<file path="config.mk">
export PLATFORM = sky130hd
export DESIGN_NAME = sata_oob_sequencer
export DESIGN_NICKNAME = d
export VERILOG_FILES = /design/src/rtl/sata_oob_pkg.sv /design/src/rtl/sata_oob_sequencer.sv
export SDC_FILE = /design/constraint.sdc
export NUM_CORES = 1
export LEC_CHECK = 0
export BUFFER_PORTS_ARGS = -buffer_cell sky130_fd_sc_hd__buf_2
export CORE_MARGIN = 2
export CORE_UTILIZATION = 30
export DETAILED_ROUTE_END_ITERATION = 10
export SLEW_MARGIN = 20
export SYNTH_ARGS = -nofsm -noshare
export SYNTH_HDL_FRONTEND = slang
export SYNTH_SLANG_ARGS = --single-unit
</file>
<file path="constraint.sdc">
create_clock -name clk -period 2.17 [get_ports clk]
set_input_delay 0.217 -clock clk [delete_from_list [all_inputs] [get_ports clk]]
set_output_delay 0.217 -clock clk [all_outputs]
set_load 0.02 [all_outputs]
</file>
<file path="src/rtl/sata_oob_pkg.sv">
// Shared OOB definitions: command encodings, sequencer states, unit-interval
// lengths and the UI-to-clock-cycle conversion used by generator and detector.
package sata_oob_pkg;

   typedef enum logic [1:0] {
      OOB_INIT = 2'd0,
      OOB_WAKE = 2'd1,
      OOB_SAS  = 2'd2,
      OOB_NOP  = 2'd3
   } oob_cmd_t;

   typedef enum logic [1:0] {
      ST_IDLE  = 2'd0,
      ST_BURST = 2'd1,
      ST_GAP   = 2'd2,
      ST_DONE  = 2'd3
   } oob_state_t;

   localparam int UI_BURST   = 160;
   localparam int UI_GAPINIT = 480;
   localparam int UI_GAPWAKE = 160;
   localparam int UI_GAPSAS  = 1440;

   // Round-to-nearest conversion of a UI count into clk cycles (kHz units).
   function automatic int oob_cycles(input int ui, input int clkfreq, input int reffreq);
      longint num;
      num = longint'(ui) * longint'(clkfreq) + longint'(reffreq / 2);
      return int'(num / longint'(reffreq));
   endfunction

endpackage

</file>
<file path="src/rtl/sata_oob_sequencer.sv">
// OOB burst/gap sequencer: drives transceiver TX electrical idle to produce
// COMINIT/COMRESET, COMWAKE and COMSAS patterns from a valid/ready command.
// Handshake: a command is taken on a clock edge where cmd_valid and cmd_ready
// are both high; cmd_ready is high only in idle while abort is low.
module sata_oob_sequencer
   import sata_oob_pkg::*;
#(
   parameter int CLKFREQ  = 100_000,
   parameter int REFFREQ  = 1_500_000,
   parameter int BURSTS   = 6,
   parameter int TRAILGAP = 1
) (
   input  logic       reset,
   input  logic       clk,
   input  logic       cmd_valid,
   input  logic [1:0] cmd_type,
   output logic       cmd_ready,
   input  logic       abort,
   input  logic       oobfinish,
   output logic       txelecidle,
   output logic       burst_active,
   output logic       done
);

   localparam int BURSTLEN = oob_cycles(UI_BURST,   CLKFREQ, REFFREQ);
   localparam int GAPINIT  = oob_cycles(UI_GAPINIT, CLKFREQ, REFFREQ);
   localparam int GAPWAKE  = oob_cycles(UI_GAPWAKE, CLKFREQ, REFFREQ);
   localparam int GAPSAS   = oob_cycles(UI_GAPSAS,  CLKFREQ, REFFREQ);

   // GAPSAS is the longest interval, so it sizes the shared length counter.
   localparam int LW = $clog2(GAPSAS + 1);
   localparam int BW = $clog2(BURSTS + 1);

   localparam logic [LW-1:0] BURST_LAST = LW'(BURSTLEN - 1);
   localparam logic [LW-1:0] INIT_LAST  = LW'(GAPINIT - 1);
   localparam logic [LW-1:0] WAKE_LAST  = LW'(GAPWAKE - 1);
   localparam logic [LW-1:0] SAS_LAST   = LW'(GAPSAS - 1);
   localparam logic [BW-1:0] LAST_BURST = BW'(BURSTS - 1);
   localparam logic [BW-1:0] ALL_BURSTS = BW'(BURSTS);

   if (BURSTLEN < 2 || GAPINIT < 2 || GAPWAKE < 2 || GAPSAS < 2) begin : g_len_check
      $error("sata_oob_sequencer: every OOB length must be at least 2 clk cycles");
   end
   if (BURSTS < 1 || BURSTS > 15) begin : g_burst_check
      $error("sata_oob_sequencer: BURSTS must be in 1..15");
   end
   if (TRAILGAP != 0 && TRAILGAP != 1) begin : g_trail_check
      $error("sata_oob_sequencer: TRAILGAP must be 0 or 1");
   end

   oob_state_t    state, state_nx;
   oob_cmd_t      cmd_q, cmd_nx;
   logic [LW-1:0] len_cnt, len_nx, len_target;
   logic [BW-1:0] burst_cnt, burst_nx;
   logic          len_hit;

   // State, latched command and counters.
   always_ff @(posedge clk or posedge reset) begin
      if (reset) begin
         state     <= ST_IDLE;
         cmd_q     <= OOB_INIT;
         len_cnt   <= '0;
         burst_cnt <= '0;
      end else begin
         state     <= state_nx;
         cmd_q     <= cmd_nx;
         len_cnt   <= len_nx;
         burst_cnt <= burst_nx;
      end
   end

   // One comparator: the terminal count is muxed from state and latched type.
   always_comb begin
      len_target = BURST_LAST;
      if (state == ST_GAP) begin
         case (cmd_q)
            OOB_WAKE: len_target = WAKE_LAST;
            OOB_SAS:  len_target = SAS_LAST;
            default:  len_target = INIT_LAST;
         endcase
      end
   end

   assign len_hit = (len_cnt == len_target);

   // Next state, counter updates and handshake/completion outputs.
   always_comb begin
      state_nx  = state;
      cmd_nx    = cmd_q;
      len_nx    = len_cnt;
      burst_nx  = burst_cnt;
      cmd_ready = 1'b0;
      done      = 1'b0;
      case (state)
         ST_IDLE: begin
            cmd_ready = ~abort;
            if (cmd_valid && !abort) begin
               cmd_nx   = oob_cmd_t'(cmd_type);
               state_nx = (oob_cmd_t'(cmd_type) == OOB_NOP) ? ST_DONE : ST_BURST;
            end
         end
         ST_BURST: begin
            if (abort) begin
               state_nx = ST_DONE;
            end else if (len_hit) begin
               len_nx   = '0;
               burst_nx = burst_cnt + BW'(1);
               if (burst_cnt == LAST_BURST && TRAILGAP == 0) state_nx = ST_DONE;
               else                                          state_nx = ST_GAP;
            end else begin
               len_nx = len_cnt + LW'(1);
            end
         end
         ST_GAP: begin
            if (abort) begin
               state_nx = ST_DONE;
            end else if (len_hit) begin
               len_nx   = '0;
               state_nx = (burst_cnt == ALL_BURSTS) ? ST_DONE : ST_BURST;
            end else begin
               len_nx = len_cnt + LW'(1);
            end
         end
         ST_DONE: begin
            done     = 1'b1;
            len_nx   = '0;
            burst_nx = '0;
            state_nx = ST_IDLE;
         end
         default: begin
            state_nx = ST_IDLE;
            len_nx   = '0;
            burst_nx = '0;
         end
      endcase
   end

   assign burst_active = (state == ST_BURST);

   // Registered electrical-idle control; oobfinish forces the transmitter active.
   always_ff @(posedge clk or posedge reset) begin
      if (reset) txelecidle <= 1'b1;
      else       txelecidle <= ~((state == ST_BURST) | oobfinish);
   end

endmodule
</file>
==> out/results.ini <==
[power_and_ir_drop]
combPwrFrac_pct = 52.1
power_switching_w = 0.000582
power_w = 0.00130
ir_worst_vdd_uv = 528
leakage_nw = 0.498
p_sw_share_pct = 44.8
intPower_w = 0.000716
p_seq_share_pct = 35.6
cellPowerDensity_mw_per_mm2 = 1160
pwr-share-clk_pct = 12.3

[synth]
syn_inst = 100
synth_compound_area_share_pct = 20.6
synth_xor_area_share_pct = 2.78
synthMuxAreaShare_pct = 3.44
synthAdderAreaFrac_pct = 10.6
synth_fp_nets = 115
yosysSeqAreaShare_pct = 39.8
synth.avg_cell_area_um2 = 9.46
synth_warnings = 0
ys_seq_elements = 15
synth_top_area_share_pct = 37.0
yosysTopAreaCell = dfrtp_1
netlist-cell-type-count = 34
syn_area_um2 = 946
yosys.area_share.simple_pct = 19.2
synth_top_family_by_area = compound AO/OA/AOI/OAI gates
yosys-top-cells-area = dfrtp_1 (37%), ha_1 (11%), nand2_1 (4.0%), a21oi_1 (3.2%), nor2_1 (3.2%)

[routing]
first_pass_iters = 4
drc = 0
routed_wirelength_um = 2100
avgRoutedWirePerCell_um = 13.2
ant_nets = 0
vias = 776
vias_per_cell = 4.88
drtIter0Drc = 16

[floorplanning]
io_pins = 11
dieWidth_um = 60.2
core-area_mm2 = 0.00303
dieArea_mm2 = 0.00362
num_rows = 20
initial_core_util_pct = 31.2
dieHeight_um = 60.2

[clock_tree]
cts_buffers = 3
root_buffer = clkbuf_4
clkSlewWorstSetupHoldPaths_ns = 0.09
clock_latency_ns = 0.28
cts.sinks = 15
clk_path_buf_depth = 2
htree_num_levels = 1
cts_tree = done

[timing]
worst_pin_slew_ns = 0.585
slew_headroom_pct = 61.0
drv_slew = 0
fmax_mhz = 484
fin_crit_ns = 2.07
rsz0062_at_grt = no
setup_violations = 0
finalSetupTns_ns = 0
finClkSkew_ns = 0.00324
hold_viol = 0
fin_crit_sh_pct = 95.2

[setup_path]
path_class = register to register
critPathTopFamily = simple AND/OR/NAND/NOR gates
required_ns = 2.37
max_stage_delay_ns = 0.45
critPathMaxFanout = 4
cp-start-kind = register
crit_chain = inv_1 -> ha_1 -> nor2b_1 -> a21o_1 -> nand4_1 -> or3_1 -> a21oi_1
cp.arrival_ns = 2.27
slowest_stage = dfrtp_1
end_kind = register
path_buf_inv = 1

[placement]
dp_hpwl_um = 1500
port_buffers = 10
gp_congestion = 0.777

[grt]
grt_max_degree = 16
antenna_found_initial = 0
grt_pass1_vias = 761
grt.total_usage_pct = 13.5
grt_overflow = 0
grt_pass1_wl_um = 3560

[status]
run_status = finished, final reports clean

[layout]
fin_util_pct = 37.1
final_layout_size_suffix_gt1_share_pct = 20.9
layout.nets = 131
num_antenna_cells = 0
num-fill-cells = 307
areaGrowthSynthToFinish_pct = 18.8

[job]
drv_cap = 0

[min_path]
worst_hold_path_type = primary input to register

-- synthesized netlist by cell type (all sizes together) --
| cell | count |
|---|---|
| a211oi | 3 |
| a21o | 2 |
| a21oi | 6 |
| a221o | 1 |
| a22oi | 2 |
| a31oi | 1 |
| a32oi | 1 |
| and3 | 1 |
| and4bb | 1 |
| clkbuf | 2 |
| dfrtp | 14 |
| dfstp | 1 |
| ha | 8 |
| inv | 7 |
| mux2 | 2 |
| mux2i | 1 |
| nand2 | 10 |
| nand2b | 2 |
| nand3 | 3 |
| nand3b | 1 |
| nand4 | 2 |
| nor2 | 8 |
| nor2b | 2 |
| nor3b | 1 |
| o211ai | 2 |
| o21ai | 4 |
| o221ai | 1 |
| o311ai | 2 |
| o31ai | 2 |
| or2 | 1 |
| or3 | 2 |
| or3b | 1 |
| xor2 | 3 |
-- layout by cell type (no fill, tap or decap), types with 3 or more instances in the layout --
cell type,synthesis,routed
buf_2,0,10
nor2_1,8,8
a21oi_1,6,6
nand3_1,3,3
o21ai_0,4,4
dfrtp_1,14,14
xor2_1,3,3
clkbuf_4,0,3
ha_1,8,7
nand2_1,10,10
inv_1,7,6
-- power by group through the flow --
stage	Clock [W]	Combinational (W)	Sequential [W]
after floorplan	0	0.000482	0.000443
after global routing	0.000182	0.000759	0.000473
after detailed placement	0	0.000640	0.000460
after CTS	0.000171	0.000650	0.000454
final	0.000160	0.000676	0.000461
after global placement	0	0.000621	0.000455
-- per-stage QoR --
step	setup WS [ns]	area (um^2)	hold WS [ns]	cells
after floorplan	0.327	946	0.118	100
after global placement	0.166	1060	0.309	154
after detailed placement	0.0674	1060	0.315	154
after CTS	0.0233	1090	0.0194	159
after global routing	0.00362	1120	0.0371	159
final	0.104	1120	0.0344	159
-- registers in the layout (all words and copies together) (netlist names) --
register / flops
state: 2
txelecidle: 1
len_cnt: 7
cmd_q: 2
burst_cnt: 3
-- path summary, 6_finish.rpt --
kind	start	end	slack, ns	cells past startpoint
max in group asynchronous	reset	cmd_q[0]	1.25	3
max	state[1]	len_cnt[6]	0.10	7
max reg2reg	state[1]	len_cnt[6]	0.10	7
min	oobfinish	txelecidle	0.03	2
min reg2reg	burst_cnt[0]	burst_cnt[0]	0.54	1
min in group asynchronous	reset	len_cnt[1]	0.54	3
-- what timing repair did --
item / in CTS / in global routing
buffers inserted: 0 / 0
hold buffers: 1 / 0
endpoints found under the setup margin: 0 / 6
resized for setup: 0 / 6
hold endpoints to repair: 7 / 0
-- logic make-up after synthesis --
logic type                 after synthesis
xor gates and xnor gates                 3
DFF                                     15
AOI/OAI and AO/OA                       27
adders and majority gates                8
muxes                                    3
and+or+nand+nor                         35
buffers and inverters                    9
-- final cells by class --
class	count	area [um^2]	share of cell area (%)
clock buffer	4	26.3	2.34
inverter	7	26.3	2.34
sequential	15	377	33.5
timing repair buffer	13	75.1	6.68
multi-input combinational	76	564	50.2
tap	44	55.1	4.90
-- routing by layer --
layer / vias up / share of wire, % / track usage [%]
li1: 392 / - / -
met1: 373 / 48 / 17.7
met2: 9 / 49 / 21.4
met3: 2 / 2.4 / 2.16
met4: 0 / 0.57 / 6.35
met5: - / 0 / 0
(Power assumes the default switching activity.)
